<file path="src/rtl/decoder_pipe.sv">
// Binary-to-vector decoder with a valid/ready pipeline stage.
// A main register plus one skid register keeps in_ready purely registered.
module decoder_pipe #(
  parameter int IN_W  = 3,
  parameter int OUT_W = 8
) (
  input  logic             clk,
  input  logic             rst_n,
  input  logic             in_valid,
  output logic             in_ready,
  input  logic [IN_W-1:0]  in_code,
  input  logic [1:0]       in_mode,
  output logic             out_valid,
  input  logic             out_ready,
  output logic [OUT_W-1:0] out_data,
  output logic             out_err,
  output logic [7:0]       err_cnt
);

  typedef enum logic [1:0] {
    EMPTY = 2'd0,
    ONE   = 2'd1,
    TWO   = 2'd2
  } state_t;

  state_t           r_state;
  state_t           w_next;
  logic [OUT_W-1:0] r_main_data;
  logic             r_main_err;
  logic [OUT_W-1:0] r_skid_data;
  logic             r_skid_err;
  logic [7:0]       r_err_cnt;

  logic             w_acc;
  logic             w_dlv;
  logic             w_oob;
  logic             w_load_main;
  logic             w_load_skid;
  logic             w_pop_skid;
  logic [OUT_W-1:0] w_hot;
  logic [OUT_W-1:0] w_thermo;
  logic [OUT_W-1:0] w_dec_data;
  logic             w_dec_err;

  assign in_ready  = (r_state != TWO);
  assign out_valid = (r_state != EMPTY);
  assign out_data  = r_main_data;
  assign out_err   = r_main_err;
  assign err_cnt   = r_err_cnt;

  assign w_acc = in_valid && in_ready;
  assign w_dlv = out_valid && out_ready;

  // OUT_W <= 2**IN_W, so one extra bit holds it exactly.
  assign w_oob = ({1'b0, in_code} >= (IN_W + 1)'(OUT_W));

  always_comb begin
    w_hot    = '0;
    w_thermo = '0;
    for (int i = 0; i < OUT_W; i++) begin
      w_hot[i]    = (in_code == IN_W'(i));
      w_thermo[i] = (IN_W'(i) <= in_code);
    end
  end

  always_comb begin
    w_dec_data = '0;
    w_dec_err  = 1'b0;
    if (w_oob) begin
      w_dec_err = 1'b1;
    end else begin
      case (in_mode)
        2'b00:   w_dec_data = w_hot;
        2'b01:   w_dec_data = w_thermo;
        2'b10:   w_dec_data = ~w_hot;
        default: w_dec_err  = 1'b1;
      endcase
    end
  end

  always_comb begin
    w_next = r_state;
    unique case (r_state)
      EMPTY: if (w_acc) w_next = ONE;
      ONE: begin
        if (w_acc && !w_dlv)      w_next = TWO;
        else if (!w_acc && w_dlv) w_next = EMPTY;
      end
      TWO:     if (w_dlv) w_next = ONE;
      default: w_next = EMPTY;
    endcase
  end

  always_ff @(posedge clk or negedge rst_n) begin
    if (!rst_n) r_state <= EMPTY;
    else        r_state <= w_next;
  end

  assign w_load_main = w_acc && ((r_state == EMPTY) || w_dlv);
  assign w_load_skid = w_acc && (r_state == ONE) && !w_dlv;
  assign w_pop_skid  = w_dlv && (r_state == TWO);

  always_ff @(posedge clk or negedge rst_n) begin
    if (!rst_n) begin
      r_main_data <= '0;
      r_main_err  <= 1'b0;
      r_skid_data <= '0;
      r_skid_err  <= 1'b0;
    end else begin
      if (w_load_main) begin
        r_main_data <= w_dec_data;
        r_main_err  <= w_dec_err;
      end else if (w_pop_skid) begin
        r_main_data <= r_skid_data;
        r_main_err  <= r_skid_err;
      end
      if (w_load_skid) begin
        r_skid_data <= w_dec_data;
        r_skid_err  <= w_dec_err;
      end
    end
  end

  always_ff @(posedge clk or negedge rst_n) begin
    if (!rst_n) begin
      r_err_cnt <= 8'd0;
    end else if (w_dlv && r_main_err && (r_err_cnt != 8'hFF)) begin
      r_err_cnt <= r_err_cnt + 8'd1;
    end
  end

endmodule
</file>
<file path="config.mk">
export PLATFORM = sky130hd
export DESIGN_NAME = decoder_pipe
export DESIGN_NICKNAME = d
export VERILOG_FILES = /design/src/rtl/decoder_pipe.sv
export SDC_FILE = /design/constraint.sdc
export NUM_CORES = 1
export LEC_CHECK = 0
export CORE_MARGIN = 5
export CORE_UTILIZATION = 52
export DETAILED_ROUTE_END_ITERATION = 16
export PLACE_DENSITY = 0.75
export SETUP_SLACK_MARGIN = 0.5
export SLEW_MARGIN = 20
export SYNTH_ARGS = -nofsm -noshare
export SYNTH_HDL_FRONTEND = slang
export SYNTH_SLANG_ARGS = --single-unit
</file>
<file path="constraint.sdc">
create_clock -name clk -period 1.6 [get_ports clk]
set_input_delay 0.16 -clock clk [delete_from_list [all_inputs] [get_ports clk]]
set_output_delay 0.16 -clock clk [all_outputs]
set_load 0.02 [all_outputs]
</file>
== Yosys cells after proc, flatten, opt, wreduce, memory -nomap -nowiden ==
Index checks and enable logic that the tools add are counted.

* Register bits: 28
* Input port bits: 9

* Add/subtract/negate cells: 1
* $lt $le $gt $ge: 8
* Equality and inequality tests: 16
* Multiplexer cells: 11
* Bitwise logic cells: 1
* Reductions and logical operators: 20

{| class="wikitable"
|+ Operators with widths
! kind !! count
|-
| one-hot mux 8 bit (3 select lines) || 1
|-
| 2-to-1 mux 8 bit || 2
|-
| equality test 3 bit, second input constant || 4
|-
| less-or-equal comparator 3 bit, first input constant || 4
|-
| logical AND 1 bit || 10
|-
| adder 8 x 1 -> 8 bit, second input constant || 1
|-
| 2-to-1 mux 2 bit || 4
|-
| != test 8 bit, second input constant || 1
|-
| NOT 8 bit || 1
|-
| equality test 3 x 2 -> 1 bit, second input constant || 2
|-
| less-or-equal comparator 1 x 3 -> 1 bit, first input constant || 2
|-
| less-or-equal comparator 2 x 3 -> 1 bit, first input constant || 2
|-
| != test 2 bit, second input constant || 3
|-
| one-hot mux 2 bit (3 select lines) || 1
|-
| equality test 2 x 1 -> 1 bit, second input constant || 2
|-
| equality test 2 bit, second input constant || 2
|-
| zero test 2 bit || 2
|-
| nonzero test 2 bit || 2
|-
| equality test 3 x 1 -> 1 bit, second input constant || 1
|-
| zero test 3 bit || 1
|-
| 2-to-1 mux 1 bit || 3
|-
| != test 3 bit, second input constant || 1
|-
| AND reduction 3 bit || 1
|-
| OR reduction 3 bit || 1
|-
| other kinds (2) || 3
|}

== Logic depth before layout (Yosys ltp) ==
Gate-level depths: netlist of run 1.

* Word-level depth: 7
* Gate-level depth with buffers: 7
* Gate-level depth less buffers: 6

== Worst setup path after synthesis of run 1 ==
Ideal clock, no wire load.

* Kind: register to register
* Start: register r_err_cnt[0] (netlist: err_cnt[0])
* End: register r_err_cnt[1] (netlist: err_cnt[1])
* Arrival time: 1.480 ns
* Required time: 1.475 ns
* Setup slack: -0.004 ns
* Cell stages (with the launch flop): 6
* Path buffers: 0
* Clock period less this slack: 1.604 ns
* Cells stage by stage: dfrtp_1 > ha_1 > and3_1 > nand2_1 > nand2_1 > mux2_2

* Longest elaborated chain between the ends: 2
* Elaborated cells on any way between the ends: 3
* Those cells by class: 1 x add/sub; 1 x eq/ne; 1 x reduce/logical

{| class="wikitable"
|+ Ends and longest elaborated chain
! item !! RTL line !! RTL
|-
| start, declared || 32 || <nowiki>logic [7:0] r_err_cnt;</nowiki>
|-
| start signal, assigned || 128 || <nowiki>r_err_cnt <= r_err_cnt + 8'd1;</nowiki>
|-
| parallel branches: the longest is 2 deep, another holds adder 8 x 1 -> 8 bit || - ||
|}

Parallel ways; which one is timed is not known.
A chain may end at the register's enable or synchronous reset.

== Worst setup path after layout of run 1 ==
* Start: register r_state[1]
* End: register r_state[1]

* Longest elaborated chain between the ends: 6
* Elaborated cells on any way between the ends: 17
* Those cells by class: 6 x eq/ne; 2 x mux; 9 x reduce/logical

{| class="wikitable"
|+ Ends and longest elaborated chain
! item !! RTL line !! RTL
|-
| start, declared || 26 || <nowiki>state_t r_state;</nowiki>
|-
| start signal, assigned || 96 || <nowiki>else r_state <= w_next;</nowiki>
|-
| != test 2 bit or nonzero test 2 bit (tied branches) || 45, 46 ||
|-
| logical AND 1 bit, on equally long branches || 51, 52 ||
|-
| zero test 1 bit, on equally long branches || 87, 86 ||
|-
| logical AND 1 bit, on equally long branches || 87, 86 ||
|-
| != test 3 bit (no source line) or 2-to-1 mux 2 bit (tied branches) || - ||
|-
| AND reduction 3 bit (no source line) or one-hot mux 2 bit (3 select lines) (tied branches) || - ||
|}

Several ways; a longest one is shown, not always the timed one.

==> results by group, run 1 <==
Route
  • Vias after detailed routing: 1726
  • Routed WL per cell: 22.4 um
  • Drc violations: 0
  • Vias per inst: 6.35
  • Detailed Route Iter0 Violations: 183
  • Routed wire length: about 6100 um
  • Final ANT Viol Nets: 0
  • Pre-antenna DRT Iters: 4

Synthesis
  • Synth Flop Type: dfrtp_1
  • Most numerous cell in the Yosys netlist: dfrtp_1
  • Synthesized area per cell: 9.71 um^2
  • Syn Std Cell Area: approximately 1600 um^2
  • Synth warn: 0
  • Post-synthesis async set-or-reset flop share: 100%
  • Post-synth top area cell: dfrtp_1
  • Dominant cells by area after synthesis: dfrtp_1, nand2_1, a21oi_1, nor2_1, mux2i_1
  • Post-synth EDFFs: 0
  • Syn nets: ~170
  • Register area share after synthesis: between 40% and 50%
  • Cell count after synthesis: 160
  • Yosys cell types: 52
  • Share of the synthesized area in the top cell type: 45.1%
  • Yosys reg bits: 28
  • Synth top cells by count: dfrtp_1, nand2_1, nor2_1

Clock network
  • Clock transition at the registers of the reported paths: between 150 and 200 ps
  • Clk_lat worst skew: between 300 and 400 ps
  • Inserted Clock Buffers: 3
  • Hold buffers post-CTS: 0
  • CTS sink count: 28
  • H-Tree Depth: 1
  • Clock Tree Buf Depth: 2
  • Root Buffer: clkbuf_4
  • CTS tree: built

Final layout
  • Ant diodes: 0
  • Fillers: 94
  • Total Nets Final: between 200 and 300
  • Area growth syn-to-layout: 67.3%
  • Share of layout cells above drive strength 1: 61.8%
  • Fin util: between 90% and 100%

Timing
  • Maximum clock frequency: between 0.6 and 0.7 GHz
  • Final setup vio count: 0
  • WHS: roughly 190 ps
  • Max-Slew Margin vs Limit: a little over 70%
  • Final period util: a little over nine tenths
  • Final min period: 1520 ps
  • Clk_skew: approximately 12 ps
  • Fin. Hold Viols: 0
  • RSZ-0062 raised after global routing: true
  • Max Slew Vio Count: 0
  • Slew at the pin closest to its max-slew limit: ~420 ps
  • Setup tns final: 0 ps

Floorplanning
  • Initial cell density of the core: 55.4%
  • Die Footprint: ~4200 um^2
  • Die X: about 65 um
  • Io pins: 28
  • Die H: 64.7 um
  • Core area: 2810 um^2
  • Std cell rows: 19

Global route
  • Met3 usage: just over 4%
  • Met2 Resource Use GR: 43.6%
  • Pin count of the biggest net entering global routing: 29
  • First-pass GRT wire length: 7630 um
  • Grt peak-use layer: met2
  • Initial antenna violation count: 0
  • GR Util met1: about 28%
  • Number of global-route vias before repair: approximately 1600
  • Overflow after GRT: 0
  • Total Routing Usage GR: a little under a quarter

Setup path
  • R2R Setup Slk: a little under 80 ps
  • Crit path launch type: register
  • CP arrival: about 1800 ps
  • Crit-path max FO: 5
  • Worst path required time: between 1500 and 2000 ps
  • Critical path class: reg2reg
  • Endpoint class of the critical path: register

Power and ir drop
  • Final Total Pwr: 4220 uW
  • Power Dens Cells: approximately 1600 nW/um^2
  • VDD IR-drop max: between 1 and 1.5 mV
  • Pleak: ~0.0012 uW

Outcome
  • Outcome: completed

Run
  • Max-Cap Viols: 0

Placement
  • DP Wirelength: 2770 um
  • Input/output buffers: 27
  • GPL Wtd Cong: around 0.83

Worst hold path
  • Hold crit path type: in2async
==> critical path: stages (launching register included) <==
cell and delay, ps:
dfrtp_2 490, buf_12 140, nand2b_4 90, and2_4 160
ha_4 190, nand3b_1 220, o22ai_2 160
==> final timing paths <==
| path | start | to | depth (start not counted) |
|---|---|---|---|
| min in group clk | r_skid_data[6] | r_skid_data[6] | 2 |
| max in group asynchronous | rst_n | err_cnt[3] | 2 |
| min | rst_n | out_data[2] | 2 |
| min reg2reg | r_skid_data[6] | r_skid_data[6] | 2 |
| max | r_state[1] | r_state[1] | 6 |
| max reg2reg | r_state[1] | r_state[1] | 6 |
==> flip-flops by register name, summed over array words and instances (netlist names) <==
register	cells
err_cnt	8
out_data	8
r_skid_data	8
r_state	2
out_err	1
r_skid_err	1
==> kinds of logic (layout without fill, tap and decap cells) <==
family,after synthesis,count (layout),synth area share [%]
buffers and inverters,13,94,4.11
AO/OA/AOI/OAI,39,39,17.5
AND/OR/NAND/NOR,65,65,23.4
adder cells (fa/ha/maj),2,2,1.61
flip-flops,28,28,45.1
multiplexers,8,8,5.47
XOR/XNOR,5,5,2.82
==> repair_timing <==
item | CTS | global route
endpoints found under the setup margin | 47 | 43
cloned | 1 | 0
setup buffers | 24 | 7
gates resized for setup | 119 | 46
pin swaps | 16 | 8
==> final cells by class <==
class / instances / area (um^2) / area share [%]
Inverter: 4 / 15.0 / 0.577
Tap cell: 31 / 38.8 / 1.49
Sequential cell: 28 / 713 / 27.4
Timing Repair Buffer: 86 / 753 / 29.0
Multi-Input combinational cell: 119 / 1040 / 40.1
Clock buffer: 4 / 36.3 / 1.40
==> per-stage QoR <==
| step | std cells | worst slack (ps) | area [um^2] |
|---|---|---|---|
| after floorplan | 160 | 222 | 1650 |
| after global placement | 236 | -111 | 2090 |
| after detailed placement | 236 | -163 | 2090 |
| after CTS | 265 | 201 | 2380 |
| after global routing | 272 | -9.29 | 2600 |
| final | 272 | 78.0 | 2600 |
==> power by group <==
group	internal [uW]	switching, uW	total [uW]
Combinational	1320	1180	2500
Sequential	1020	317	1340
Clock	140	234	373
==> cell usage in the layout (no fill, tap or decap), types with 4 or more instances in the layout <==
master and count:
buf_2 7, dlygate4sd2_1 4, nand2_2 6, mux2i_1 4, o21ai_1 4, buf_4 45, a21oi_1 6, nand2_1 14
o21ai_2 4, nor2_1 5, dfrtp_1 18, dfrtp_2 10, xor2_1 4, buf_6 24, clkdlybuf4s50_1 4, nor2_4 5
==> layer usage <==
| layer | vias up | routed length, um |
|---|---|---|
| li1 | 734 | - |
| met1 | 845 | 2260 |
| met2 | 115 | 3040 |
| met3 | 32 | 457 |
| met4 | 0 | 341 |
| met5 | - | 0 |
Note: power is estimated with default switching activity, not from simulation.
==> run 2: changes to the inputs <==
--- a/config.mk
+++ b/config.mk
@@ -7,9 +7,11 @@
 export LEC_CHECK = 0
 export CORE_MARGIN = 5
 export CORE_UTILIZATION = 52
+export CTS_CLUSTER_DIAMETER = 40
 export DETAILED_ROUTE_END_ITERATION = 16
 export PLACE_DENSITY = 0.75
 export SETUP_SLACK_MARGIN = 0.5
+export SKIP_CTS_REPAIR_TIMING = 1
 export SLEW_MARGIN = 20
 export SYNTH_ARGS = -nofsm -noshare
 export SYNTH_HDL_FRONTEND = slang
==> run 2 against run 1 <==
  * Clock-buffer cell count unchanged
  * Routed wire length down 28%
  * Sequential cell count unchanged
  * Combinational power down 18%
==> results by group, run 2 (synthesized netlist as in run 1, its figures left out) <==
Outcome
  • Outcome: completed

Setup path
  • CP max stage delay: 500 ps (about the same)
  • Crit-path max FO: 7 (+2)
  • Worst path slowest cell: dfrtp_2
  • CP arrival: 1650 ps (-150 ps)
  • Worst path required time: 1810 ps (-70 ps)
  • Worst path cell trace: and2_4 -> o21ai_2 -> nor2_1 -> a221o_1
  • Crit path launch type: register
  • R2R Setup Slk: 160 ps (+80 ps)
  • Critical path class: reg2reg
  • Endpoint class of the critical path: register

Placement
  • Input/output buffers: 27 (unchanged)
  • GPL Wtd Cong: 0.831 (unchanged)
  • Worst slack at placement: -163 ps (unchanged)
  • DP Wirelength: 2770 um (unchanged)

Timing
  • Max Slew Vio Count: 0 (unchanged)
  • Final setup vio count: 0 (unchanged)
  • Final period util: 90.1% (-5.0 points)
  • Final min period: 1440 ps (-79.8 ps)
  • Slew at the pin closest to its max-slew limit: 433 ps (+13.8 ps)
  • Setup WS post-layout: 158 ps (+79.8 ps)
  • Setup tns final: 0 ps (unchanged)
  • Fin. Hold Viols: 0 (unchanged)
  • Maximum clock frequency: 0.693 GHz (+5.5%)
  • Clk_skew: 9.53 ps (-2.25 ps)
  • RSZ-0062 raised after global routing: true
  • Max-Slew Margin vs Limit: 71.1% (-0.92 points)

Route
  • Final ANT Viol Nets: 0 (unchanged)
  • Pre-antenna DRT Iters: 4 (unchanged)
  • Vias per inst: 5.77 (-9.1%)
  • Drc violations: 0 (unchanged)
  • Vias after detailed routing: 1499 (-13%)
  • Detailed Route Iter0 Violations: 76 (-58%)
  • Routed WL per cell: 16.9 um (-25%)
  • Routed wire length: 4390 um (-28%)

Power and ir drop
  • Combinational share of power: 54.7% (-4.7 points)
  • Pleak: 0.00116 uW (-3.4%)
  • VDD IR-drop max: 1.15 mV (-8.8%)
  • P_sw: 1480 uW (-15%)
  • Pint: 2270 uW (-8.7%)
  • Power Dens Cells: 1520 nW/um^2 (-6.2%)
  • Flop pwr share: 36.1% (+4.3 points)
  • Net Sw Frac: 39.5% (-1.6 points)
  • Clock share of power: 9.1% (+0.2 points)

Final layout
  • Fin util: 87.8% (-4.9 points)
  • Share of layout cells above drive strength 1: 56.8% (-5.1 points)
  • Ant diodes: 0 (unchanged)
  • Area growth syn-to-layout: 58.5%
  • Total Nets Final: 241 (-4.7%)
  • Commonest non-fill, non-tap cell in the layout: buf_4
  • Commonest cells after routing, fill and taps aside: buf_4, buf_6, dfrtp_1, nand2_1, dfrtp_2

Floorplanning
  • Initial cell density of the core: 55.4% (unchanged)
  • Die X: 64.7 um (unchanged)
  • Io pins: 28 (unchanged)
  • Core area: 2810 um^2 (unchanged)
  • Std cell rows: 19 (unchanged)
  • Die H: 64.7 um (unchanged)
  • Die Footprint: 4180 um^2 (unchanged)

Clock network
  • Clock Tree Buf Depth: 2 (unchanged)
  • Root Buffer: clkbuf_4
  • Clk_lat worst skew: 320 ps (-30 ps)
  • Inserted Clock Buffers: 3 (unchanged)
  • Clock transition at the registers of the reported paths: 150 ps (-20 ps)
  • H-Tree Depth: 1 (unchanged)
  • CTS sink count: 28 (unchanged)
  • CTS tree: built

Global route
  • Overflow after GRT: 0 (unchanged)
  • First-pass GRT wire length: 6140 um (-20%)
  • Number of global-route vias before repair: 1330 (-16%)
  • Initial antenna violation count: 0 (unchanged)
  • Total Routing Usage GR: 18.2% (-5.0 points)
  • Pin count of the biggest net entering global routing: 29 (unchanged)

Run
  • Max-Cap Viols: 0 (unchanged)

Worst hold path
  • Hold crit path type: in2async
run 2: routing by layer:
layer  share of wire, %  GRT usage, %  routed length [um]  vias up
li1                   -             -                   -      723
met1                 43          23.5                1890      736
met2                 52          31.7                2280       34
met3                3.8          3.80                 168        6
met4                1.2          3.17                  54        0
met5                  0             0                   0        -
run 2: power groups by stage:
stage | clock network [uW] | logic, uW | registers, uW
6_report | 343 | 2050 | 1350
4_1_cts | 353 | 1610 | 1310
3_5_place_dp | 0 | 1610 | 1320
2_1_floorplan | 0 | 811 | 1470
3_3_place_gp | 0 | 1560 | 1300
5_1_grt | 392 | 2190 | 1400
run 2: final cells by class:
type                       count  area (um^2)
inverter                       4         15.0
clock buffer                   4         36.3
tap                           31         38.8
timing repair buffer          74          656
fill                         142          342
multi-input combinational    119         1000
sequential                    28          713
run 2: critical path: cells and delay by family (launching register included):
kind,cells,cell delay (ps)
compound gates,2,550
flops,1,500
simple gates,2,280
run 2: metrics by stage:
stage | std cells | power, uW | cell area (um^2) | hold WS (ps)
after detailed placement | 236 | 2930 | 2090 | 478
after global routing | 260 | 3980 | 2460 | 206
after global placement | 236 | 2860 | 2090 | 461
after floorplan | 160 | 2280 | 1650 | -136
after CTS | 240 | 3270 | 2120 | 202
final | 260 | 3750 | 2460 | 195
run 2: worst paths after layout:
path	startpoint	endpoint	cells past startpoint
setup / recovery	r_state[0]	out_data[4]	4
hold / removal	rst_n	r_state[1]	2
setup reg to reg	r_state[0]	out_data[4]	4
hold reg to reg	r_skid_err	r_skid_err	2
max in group asynchronous	rst_n	err_cnt[1]	2
min in group clk	in_mode[1]	r_skid_data[6]	4
==> run 3: changes to the inputs <==
--- a/config.mk
+++ b/config.mk
@@ -16,3 +16,4 @@
 export SYNTH_ARGS = -nofsm -noshare
 export SYNTH_HDL_FRONTEND = slang
 export SYNTH_SLANG_ARGS = --single-unit
+export TNS_END_PERCENT = 10
==> run 3 against run 2 <==
  * Maximum frequency down 3.7%
  * Global-route usage up 0.28 points
  * Combinational power down 15%
  * Register-to-register slack worse by 60 ps
  * Hold slack better by 8.0 ps
  * Routed wire length down 15%
  * Critical path type unchanged
  * Largest cell class unchanged
==> results by group, run 3 (synthesized netlist as in run 1, its figures left out) <==
Final layout
  • Total Nets Final: 220 (-8.7%)
  • Ant diodes: 0 (unchanged)
  • Fillers: 197 (+39%)
  • Multi-input logic area: 855 um^2 (-15%)
  • Area growth syn-to-layout: 37.4%
  • Register area: 709 um^2 (-0.53%)
  • Commonest non-fill, non-tap cell in the layout: buf_4
  • Share of layout cells above drive strength 1: 30.4% (-26 points)
  • Commonest cells after routing, fill and taps aside: buf_4, nand2_1, dfrtp_1, clkdlybuf4s50_1, dlymetal6s2s_1

Route
  • Routed wire length: 3750 um (-15%)
  • Final ANT Viol Nets: 0 (unchanged)
  • Pre-antenna DRT Iters: 4 (unchanged)
  • Routed WL per cell: 15.7 um (-6.8%)
  • Drc violations: 0 (unchanged)
  • Detailed Route Iter0 Violations: 104 (+37%)
  • Vias per inst: 5.93 (+2.8%)
  • Vias after detailed routing: 1411 (-5.9%)

Clock network
  • CTS sink count: 28 (unchanged)
  • Clock transition at the registers of the reported paths: 140 ps (about the same)
  • Root Buffer: clkbuf_4
  • Inserted Clock Buffers: 3 (unchanged)
  • CTS tree: built
  • H-Tree Depth: 1 (unchanged)
  • Clock Tree Buf Depth: 2 (unchanged)
  • Clk_lat worst skew: 310 ps (about the same)

Setup path
  • Critical path class: reg2reg
  • Crit-path max FO: 4 (-3)
  • R2R Setup Slk: 100 ps (-60 ps)
  • Endpoint class of the critical path: register
  • CP arrival: 1720 ps (+70 ps)
  • Crit path launch type: register
  • Worst path required time: 1820 ps (about the same)

Timing
  • Setup WS post-layout: 102 ps (-55.3 ps)
  • Max Slew Vio Count: 0 (unchanged)
  • Maximum clock frequency: 0.668 GHz (-3.7%)
  • Setup tns final: 0 ps (unchanged)
  • WHS: 203 ps (+7.99 ps)
  • RSZ-0062 raised after global routing: true
  • Final period util: 93.6% (+3.5 points)
  • Final setup vio count: 0 (unchanged)
  • Final min period: 1500 ps (+55.3 ps)
  • Fin. Hold Viols: 0 (unchanged)
  • Max-Slew Margin vs Limit: 72.0% (+0.90 points)
  • Clk_skew: 1.28 ps (-8.25 ps)
  • Slew at the pin closest to its max-slew limit: 414 ps (-19.4 ps)

Placement
  • Worst slack at placement: -83.9 ps (+79.3 ps)
  • GPL Wtd Cong: 0.840 (+1.1%)
  • Input/output buffers: 27 (unchanged)
  • DP Wirelength: 2750 um (-0.67%)

Floorplanning
  • Die H: 64.7 um (unchanged)
  • Io pins: 28 (unchanged)
  • Die Footprint: 4180 um^2 (unchanged)
  • Std cell rows: 19 (unchanged)
  • Die X: 64.7 um (unchanged)
  • Core area: 2810 um^2 (unchanged)
  • Initial cell density of the core: 55.4% (unchanged)

Global route
  • Initial antenna violation count: 0 (unchanged)
  • Overflow after GRT: 0 (unchanged)
  • First-pass GRT wire length: 6200 um (+1.0%)
  • Number of global-route vias before repair: 1348 (+1.4%)
  • Pin count of the biggest net entering global routing: 29 (unchanged)
  • Total Routing Usage GR: 18.4% (+0.28 points)

Power and ir drop
  • VDD IR-drop max: 0.882 mV (-24%)
  • Pint: 2020 uW (-11%)
  • Pleak: 0.00104 uW (-9.7%)
  • Flop pwr share: 39.1% (+3.0 points)
  • Clock share of power: 8.4% (-0.7 points)
  • Power Dens Cells: 1560 nW/um^2 (+2.3%)
  • Net Sw Frac: 39.1% (-0.36 points)
  • P_sw: 1300 uW (-12%)
  • Combinational share of power: 52.5% (-2.2 points)

Worst hold path
  • Hold crit path type: in2async

Outcome
  • Outcome: completed

Run
  • Max-Cap Viols: 0 (unchanged)
==> run 3: power groups by stage <==
stage	clock network [uW]	logic (uW)	registers, uW
5_1_grt	330	1900	1340
3_3_place_gp	0	1510	1300
6_report	279	1740	1300
3_5_place_dp	0	1560	1330
2_1_floorplan	0	747	1460
4_1_cts	284	1560	1310
==> run 3: metrics by stage <==
step           util (%)  cell area [um^2]  total power (uW)  instances
2_1_floorplan         -              1610              2210        160
3_3_place_gp       71.5              2000              2810        228
3_5_place_dp       71.5              2000              2880        228
4_1_cts            72.3              2030              3150        231
5_1_grt            76.1              2130              3570        238
6_report           76.1              2130              3320        238
==> run 3: area by class of cell <==
class	instances	area share (%)
clock buffer	3	1.06
inverter	4	0.703
multi-input combinational	119	40.0
sequential	28	33.2
tap	31	1.82
timing repair buffer	53	23.2
==> run 3: worst max-delay path, stage by stage (launching register included) <==
cell and delay [ps]:
dfrtp_2 460, buf_6 130, and2_4 130, o21a_1 210, or3_1 330, o221a_2 130
==> run 3: path summary, 6_finish.rpt <==
path / cells past startpoint / start / endpoint
worst max-delay path: 5 / r_state[0] / out_data[2]
worst min-delay path: 2 / rst_n / out_err
worst max register to register: 5 / r_state[0] / out_data[2]
worst min register to register: 2 / r_skid_data[6] / r_skid_data[6]
max in group asynchronous: 2 / rst_n / err_cnt[0]
min in group clk: 2 / r_skid_data[6] / r_skid_data[6]
==> run 3: layer usage <==
metal / vias to the layer above / GRT usage (%) / part of all wire (%) / wire (um)
li1: 668 / - / - / -
met1: 693 / 24.9 / 44 / 1640
met2: 46 / 31.4 / 50 / 1860
met3: 4 / 2.07 / 5.3 / 200
met4: 0 / 5.01 / 1.2 / 46
met5: - / 0 / 0 / 0
